<file path="config.mk">
export PLATFORM = sky130hd
export DESIGN_NAME = burst_phase_accum
export DESIGN_NICKNAME = d
export VERILOG_FILES = /design/src/rtl/burst_phase_pkg.sv /design/src/rtl/phase_lfsr16.sv /design/src/rtl/burst_phase_accum.sv
export SDC_FILE = /design/constraint.sdc
export NUM_CORES = 1
export LEC_CHECK = 0
export CAP_MARGIN = 25
export CORE_UTILIZATION = 45
export CTS_CLUSTER_SIZE = 12
export DETAILED_ROUTE_END_ITERATION = 12
export PLACE_DENSITY = 0.68
export SLEW_MARGIN = 25
export SYNTH_ARGS = -nofsm -noshare
export SYNTH_HDL_FRONTEND = slang
export SYNTH_SLANG_ARGS = --single-unit
</file>
<file path="constraint.sdc">
create_clock -name Clock -period 4.6 [get_ports Clock]
set_clock_uncertainty 0.1 [all_clocks]
set_input_delay 0.69 -clock Clock [delete_from_list [all_inputs] [get_ports Clock]]
set_output_delay 0.69 -clock Clock [all_outputs]
set_load 0.01 [all_outputs]
</file>
<file path="src/rtl/burst_phase_pkg.sv">
// Shared types and constants for the burst phase accumulator.
// Optional dither build: PHASE_DITHER_EN.
package burst_phase_pkg;

    typedef enum logic [1:0] {
        IDLE  = 2'd0,
        RUN   = 2'd1,
        DRAIN = 2'd2
    } state_e;

    localparam int PHASE_W_DEF = 48;
    localparam int ADDR_W_DEF  = 14;
    localparam int CNT_W_DEF   = 20;

    // Fibonacci LFSR x^16 + x^14 + x^13 + x^11 + 1, shifting left.
    localparam logic [15:0] LFSR_SEED = 16'hACE1;
    localparam logic [15:0] LFSR_TAPS = 16'hB400;

endpackage

</file>
<file path="src/rtl/phase_lfsr16.sv">
// 16-bit Fibonacci LFSR used as address dither; only built with PHASE_DITHER_EN.
`ifdef PHASE_DITHER_EN
module phase_lfsr16
    import burst_phase_pkg::*;
(
    input  logic        clk_i,
    input  logic        seed_i,
    input  logic        adv_i,
    output logic [15:0] lfsr_o
);

    logic [15:0] lfsr_q, lfsr_d;

    // Step once per advancing cycle; feedback is the parity of the tap bits.
    always_comb begin
        lfsr_d = lfsr_q;
        if (adv_i)
            lfsr_d = {lfsr_q[14:0], ^(lfsr_q & LFSR_TAPS)};
    end

    // Seed load takes priority so every burst restart gets the same sequence.
    always_ff @(posedge clk_i) begin
        if (seed_i) lfsr_q <= LFSR_SEED;
        else        lfsr_q <= lfsr_d;
    end

    assign lfsr_o = lfsr_q;

endmodule
`endif

</file>
<file path="src/rtl/burst_phase_accum.sv">
// DDS phase accumulator for waveform bursts: finishes the current waveform
// cycle before stopping, reports and counts completed cycles.
// Optional address dither: PHASE_DITHER_EN.
module burst_phase_accum
    import burst_phase_pkg::*;
#(
    parameter int PHASE_W = PHASE_W_DEF,
    parameter int ADDR_W  = ADDR_W_DEF,
    parameter int CNT_W   = CNT_W_DEF
) (
    input  logic               Clock,
    input  logic               Reset,
    input  logic               Pulse_EN,
    input  logic               Pulse_Reset,
    input  logic [PHASE_W-1:0] Freq_Word,
    input  logic               Freq_Load,
    input  logic [PHASE_W-1:0] Start_Phase,
    output logic [ADDR_W-1:0]  Wave_Addr,
    output logic               Addr_Valid,
    output logic               Cycle_Done,
    output logic [CNT_W-1:0]   Cycle_Count
);

    localparam logic [CNT_W-1:0] CNT_ONE = {{(CNT_W-1){1'b0}}, 1'b1};

    state_e             state_q, state_d;
    logic [PHASE_W-1:0] acc_q, acc_d;
    logic [PHASE_W-1:0] freq_q, freq_d;
    logic               pend_q, pend_d;
    logic               done_q, done_d;
    logic [CNT_W-1:0]   cnt_q, cnt_d;
    logic [ADDR_W-1:0]  addr_q, addr_d;
    logic               vld_q, vld_d;

    logic [PHASE_W:0]   sum_w;
    logic               running;
    logic               carry;
    logic [PHASE_W-1:0] phase_w;

    assign running = (state_q != IDLE);
    assign sum_w   = {1'b0, acc_q} + {1'b0, freq_q};
    assign carry   = running & sum_w[PHASE_W];

`ifdef PHASE_DITHER_EN
    localparam int DITHER_LSB = PHASE_W - ADDR_W - 16;
    logic [15:0] lfsr_w;

    phase_lfsr16 u_lfsr (
        .clk_i  (Clock),
        .seed_i (Reset | Pulse_Reset),
        .adv_i  (running),
        .lfsr_o (lfsr_w)
    );

    // Dither sits just below the address bits; acc itself never sees it.
    assign phase_w = acc_q + Start_Phase
                   + ({{(PHASE_W-16){1'b0}}, lfsr_w} << DITHER_LSB);
`else
    assign phase_w = acc_q + Start_Phase;
`endif

    // State and datapath registers.
    always_ff @(posedge Clock) begin
        if (Reset) begin
            state_q <= IDLE;
            acc_q   <= '0;
            freq_q  <= '0;
            pend_q  <= 1'b0;
            done_q  <= 1'b0;
            cnt_q   <= '0;
            addr_q  <= '0;
            vld_q   <= 1'b0;
        end else begin
            state_q <= state_d;
            acc_q   <= acc_d;
            freq_q  <= freq_d;
            pend_q  <= pend_d;
            done_q  <= done_d;
            cnt_q   <= cnt_d;
            addr_q  <= addr_d;
            vld_q   <= vld_d;
        end
    end

    // Next state: accumulate, detect wraps, drain to the end of the cycle.
    always_comb begin
        state_d = state_q;
        acc_d   = acc_q;
        freq_d  = freq_q;
        pend_d  = pend_q;
        done_d  = 1'b0;
        cnt_d   = cnt_q;
        if (Pulse_Reset) begin
            // Restart wins over any wrap in the same cycle.
            state_d = IDLE;
            acc_d   = '0;
            cnt_d   = '0;
            pend_d  = 1'b0;
        end else begin
            case (state_q)
                IDLE: begin
                    acc_d  = '0;
                    freq_d = Freq_Word;
                    if (Pulse_EN) state_d = RUN;
                end
                RUN, DRAIN: begin
                    acc_d = sum_w[PHASE_W-1:0];
                    if (carry) begin
                        done_d = 1'b1;
                        if (cnt_q != '1) cnt_d = cnt_q + CNT_ONE;
                        if (pend_q) begin
                            freq_d = Freq_Word;
                            pend_d = 1'b0;
                        end
                        // A wrap with enable low ends the burst right here.
                        if (Pulse_EN) begin
                            state_d = RUN;
                        end else begin
                            state_d = IDLE;
                            acc_d   = '0;
                        end
                    end else if (Pulse_EN) begin
                        state_d = RUN;
                    end else if (state_q == DRAIN && freq_q == '0) begin
                        // Zero step would never wrap; stop without a done pulse.
                        state_d = IDLE;
                        acc_d   = '0;
                    end else begin
                        state_d = DRAIN;
                    end
                    // Lowest priority: a load seen on a wrap waits for the next one.
                    if (Freq_Load) pend_d = 1'b1;
                end
                default: state_d = IDLE;
            endcase
        end
    end

    // Outputs: address and valid are registered from the current acc/state.
    always_comb begin
        addr_d = phase_w[PHASE_W-1 -: ADDR_W];
        vld_d  = running;
    end

    assign Wave_Addr   = addr_q;
    assign Addr_Valid  = vld_q;
    assign Cycle_Done  = done_q;
    assign Cycle_Count = cnt_q;

endmodule

</file>
Word-level counts from Yosys, hierarchy flattened --
Index checks and enable logic that the tools add are counted. W data, S select, Z words.
Storage, ports and cells: logic and storage cells 49, register bits after elaboration 135, output and inout bits 36, bits of input ports 101
Cells by class: bitwise gates (word level) 3, mux-type cells 17, eq/ne operators 6, add/subtract/negate cells 3, reductions and logical operators 12
Operator list (count):
- $mux W48 | 6
- $pmux W48 S2 | 2
- $add A48 B48 Y49 | 1
- $add A48 B48 Y48 | 1
- $logic_not A48 Y1 | 1
- $add A20 B1 Y20 const B | 1
- $ne A20 B20 Y1 const B | 1
- $mux W2 | 4
- $ne A2 B2 Y1 const B | 3
- $reduce_bool A2 Y1 | 3
- $mux W1 | 4
- $pmux W2 S2 | 1
- $reduce_and A4 Y1 | 1
- $reduce_or A2 Y1 | 2
- $reduce_and A3 Y1 | 1
- $reduce_or A3 Y1 | 1
- $eq A2 B1 Y1 const B | 1
- $eq A2 B2 Y1 const B | 1
- $logic_not A2 Y1 | 1
- $not A1 Y1 | 2
- $reduce_and A2 Y1 | 1
- $and A1 B1 Y1 | 1
- $logic_and A1 B1 Y1 | 1

Logic depth before layout (Yosys ltp) --
depth in word-level cells 6, mapped depth 14, gate-level depth less buffers 12

Worst setup path before layout --
OpenSTA, ideal clock, no wires.
path type input-to-reg, start point input port Start_Phase[5], end point register addr_q[13], in the netlist Wave_Addr[13], arrival time 3.232 ns, slack 1.198 ns, required time 4.430 ns, stages on the path 11, path buffers 0, setup time 0.070 ns, path through ha_1 -> a211oi_1 -> a2bb2oi_1 -> o21ai_0 -> o41a_1 -> o211ai_1 -> nand3b_1 -> a221o_1 -> a21o_1 -> a2111oi_0 -> o21bai_1
Between the ends: longest elaborated chain between the ends 1
RTL lines:
- start: declaration | RTL line burst_phase_accum.sv:17 | input logic [PHASE_W-1:0] Start_Phase,
- $add A48 B48 Y48 | RTL line burst_phase_accum.sv:59 | assign phase_w = acc_q + Start_Phase;
- end signal: assignment | RTL line burst_phase_accum.sv:80 | addr_q <= addr_d;
- end: declaration | RTL line burst_phase_accum.sv:32 | logic [ADDR_W-1:0] addr_q, addr_d;
No other way between the ends. A chain may end at the register's enable or synchronous reset.

Worst setup path in the final report --
start point input port Start_Phase[1], end point register addr_q[13], in the netlist Wave_Addr[13]
The elaborated chain is that of the path after synthesis.

==> key figures <==
Outcome
  • Status: complete, no violations

Synthesis
  • Mean Syn Cell Area: 7.758 um^2
  • Synth Flop Type: dfxtp_1
  • Syn nets: 1,388
  • Seq cells post-synth: 135
  • Top-count cell post-synth: nand2_1
  • Sequential area share after synthesis: 29.32%
  • Cell count after synthesis: 1,188
  • Post-synth EDFFs: 0
  • Top cells by area, synth: dfxtp_1 (29%), ha_1 (13%), a21oi_1 (7.9%)
  • Syn Std Cell Area: 0.009216 mm^2
  • Commonest cells post-synth: nand2_1 (173), a21oi_1 (146), dfxtp_1 (135)
  • Post-synth top area share: 29.32%
  • Synth cell types: 67
  • Post-synth ARST share: 0%
  • Synth area leader: dfxtp_1
  • Ys Warns: 0

Clock tree
  • CTS buffer count: 17
  • Post-CTS Setup Inserts: 0
  • Clk_lat worst skew: ~430 ps
  • CTS tree: done
  • Post-CTS Resized: 0
  • Clock transition at path regs: 60 ps
  • Cts hold-fix bufs: 0
  • H-tree levels: 4
  • Total clock sinks: 135
  • Clk root buf: clkbuf_16
  • Max clock buf depth: 2

Routing
  • Vias per cell: 5.794
  • DR DRC count: 0
  • 1st-iter DRT viols: 620
  • TritonRoute pass-1 iters: 6
  • Post-DRT Antenna Nets: 0
  • WL/cell: 16.73 um
  • Routed vias: about 9,200
  • Total wire length: between 20,000 and 30,000 um

GRT
  • Grt total ovfl: 0
  • Vias in the first global route: roughly 8,600
  • Initial antenna violation count: 0
  • Tot GR Track Use: 25.31%
  • First-pass GRT wire length: 43,220 um
  • Largest net degree at the start of global routing: 67

Flow run
  • Max_cap viols: 0

Cells and area
  • Diode count: 0
  • Area growth syn-to-layout: 23.73%
  • Share of post-route cells with drive strength above 1: 4.487%
  • Nets: 1,503
  • Final Non-Filler Cells: 1,580

Placement
  • Routability cong.: 0.9333
  • Post-DP HPWL: about 20,000 um
  • Port Buf Inserts: ~140
  • Post-Place Cells: approximately 1,500
  • Pre-CTS setup slack: 301.0 ps

STA
  • Setup_tns: 0 ps
  • Final slew viol count: 0
  • Slew headroom: 39.16%
  • Min Tclk post-route: 3873 ps
  • RSZ-0062 raised after global routing: no
  • Tcrit/Tclk final: between 80% and 90%
  • Worst-Margin Slew: ~910 ps
  • Final hold violations: 0
  • Setup Viol. Count Final: 0
  • Fmax: roughly 0.26 GHz
  • Final worst slack: 726.9 ps

Worst hold path
  • Hold_sp: freq_q[10]$_SDFFE_PP0P_
  • Hold depth: 2
  • Hold crit path type: register to register
  • Hold endpoint: freq_q[10]$_SDFFE_PP0P_

Worst setup path
  • Critical path endpoint category: register
  • CP delay by family, top: compound AO/OA/AOI/OAI gates
  • Crit path max-delay cell type: o41a_1
  • Worst Setup Start Kind: input pin
  • R2R cell count: 12
  • WS Path Type: input pin to register
  • R2r setup slk: 730 ps
  • Delay of the slowest critical-path stage: 440 ps
  • Data arrival, critical path: a little over 4000 ps
  • RR Startpoint: freq_q[0]$_SDFFE_PP0P_
  • Crit path max fanout: 3
  • Ordered list of cells on the worst path: clkdlybuf4s50_1 > ha_1 > a31o_2 > a21oi_1 > o21ai_0 > o41a_1 > o211ai_1 > buf_4 > nand3b_1 > a221o_1 > a21o_1 > a2111oi_0 > o21bai_1
  • WP data required: roughly 4900 ps
  • Critical path buffer and inverter count: 2
  • R2R Path End: Cycle_Count[15]$_SDFFE_PP0P_

Floorplan
  • Row cnt: 51
  • Chip height: 145.1 um
  • Die W: ~150 um
  • Initial core utilization: 46.59%
  • Ports: 137
  • Full die area: 0.02106 mm^2
  • Core box area: 0.01978 mm^2

Pwr
  • Power Density: approximately 270 mW/mm^2
  • IR Drop Worst-Case VDD: between 0.2 and 0.25 mV
  • Final Total Pwr: 3075 uW
  • Leakage power figure: 0.004631 uW
state kept, by name, summed over array words and instances (netlist names):
register and count:
acc_q 48, state_q 2, pend_q 1, Cycle_Done 1
Cycle_Count 20, freq_q 48, Wave_Addr 14, Addr_Valid 1
power breakdown:
part | total (uW) | switching, uW | internal (uW) | leakage [uW]
clock network | 1420 | 530 | 894 | 0.000292
registers | 1240 | 34.6 | 1210 | 0.00110
logic | 409 | 215 | 194 | 0.00324
tightest hold or removal path, cell delays in order (launching register included):
cell     delay (ps)
dfxtp_1         330
nand2_1          60
a21oi_1          50
logic make-up after synthesis:
kind of cell,Yosys count,share of synthesized area [%]
flip-flops,135,29.32
multiplexers,2,0.2172
buffers and inverters,77,3.448
AO/OA/AOI/OAI,373,25.43
adder cells (fa/ha/maj),99,13.52
XOR/XNOR,65,6.177
AND/OR/NAND/NOR,437,21.88
through the flow:
stage / util (%) / instance area (um^2) / hold slack (ps)
final: 57.65 / 11400 / 381.5
after global routing: 57.65 / 11400 / 402.9
after CTS: 57.65 / 11400 / 382.7
after detailed placement: 54.54 / 10790 / 369.9
after global placement: 54.54 / 10790 / 365.1
after floorplan: - / 9216 / 352.7
layer usage:
metal | share of wire (%) | GRT usage, % | wire length [um] | up-vias
met5 | 0 | 0 | 0 | -
met4 | 1.9 | 7.316 | 493 | 0
met3 | 5.9 | 4.560 | 1566 | 43
met2 | 45 | 41.25 | 12000 | 265
met1 | 47 | 33.96 | 12370 | 4288
li1 | - | - | - | 4559
cells in the final DEF, fill, tap and decap left out, types with 4 or more instances in the layout:
cell / netlist / layout
a2111oi_0: 4 / 4
a211oi_1: 10 / 10
a21o_1: 36 / 36
a21oi_1: 146 / 146
a22oi_1: 41 / 41
a31oi_1: 5 / 5
a41oi_1: 4 / 4
and2_1: 7 / 7
and3_1: 9 / 9
and4_1: 6 / 6
buf_4: 1 / 14
clkbuf_16: 0 / 17
clkdlybuf4s50_1: 0 / 135
dfxtp_1: 135 / 135
ha_1: 98 / 98
inv_1: 23 / 23
nand2_1: 173 / 173
nand2b_1: 11 / 11
nand3_1: 24 / 24
nand4_1: 29 / 29
nor2_1: 114 / 114
nor2b_1: 10 / 10
nor3_1: 19 / 19
nor4_1: 13 / 13
o211ai_1: 10 / 10
o21a_1: 8 / 8
o21ai_0: 62 / 62
o21bai_1: 11 / 11
o31ai_1: 7 / 7
or3_1: 6 / 6
xnor2_1: 37 / 37
xor2_1: 28 / 28
worst max path at each step:
stage                                       from                            to  slack [ps]  cells past startpoint
final                             Start_Phase[1]      Wave_Addr[13]$_SDFF_PP0_         730                     13
after global routing      freq_q[0]$_SDFFE_PP0P_  Cycle_Count[15]$_SDFFE_PP0P_         430                     12
after CTS                 freq_q[0]$_SDFFE_PP0P_  Cycle_Count[15]$_SDFFE_PP0P_         710                     12
after detailed placement          Start_Phase[5]      Wave_Addr[13]$_SDFF_PP0_         300                     13
after global placement            Start_Phase[1]      Wave_Addr[13]$_SDFF_PP0_         340                     13
after floorplan                   Start_Phase[5]      Wave_Addr[13]$_SDFF_PP0_        1200                     11
cell type report:
cell class | instances | area (um^2)
Clock buffer | 21 | 470.5
Clock inverter | 10 | 143.9
Fill cell | 1916 | 8378
Inverter | 23 | 86.33
Multi-Input combinational cell | 976 | 6207
Sequential cell | 135 | 2703
Tap cell | 265 | 331.6
Timing Repair Buffer | 150 | 1461
Power figures use the tool's default switching activity.
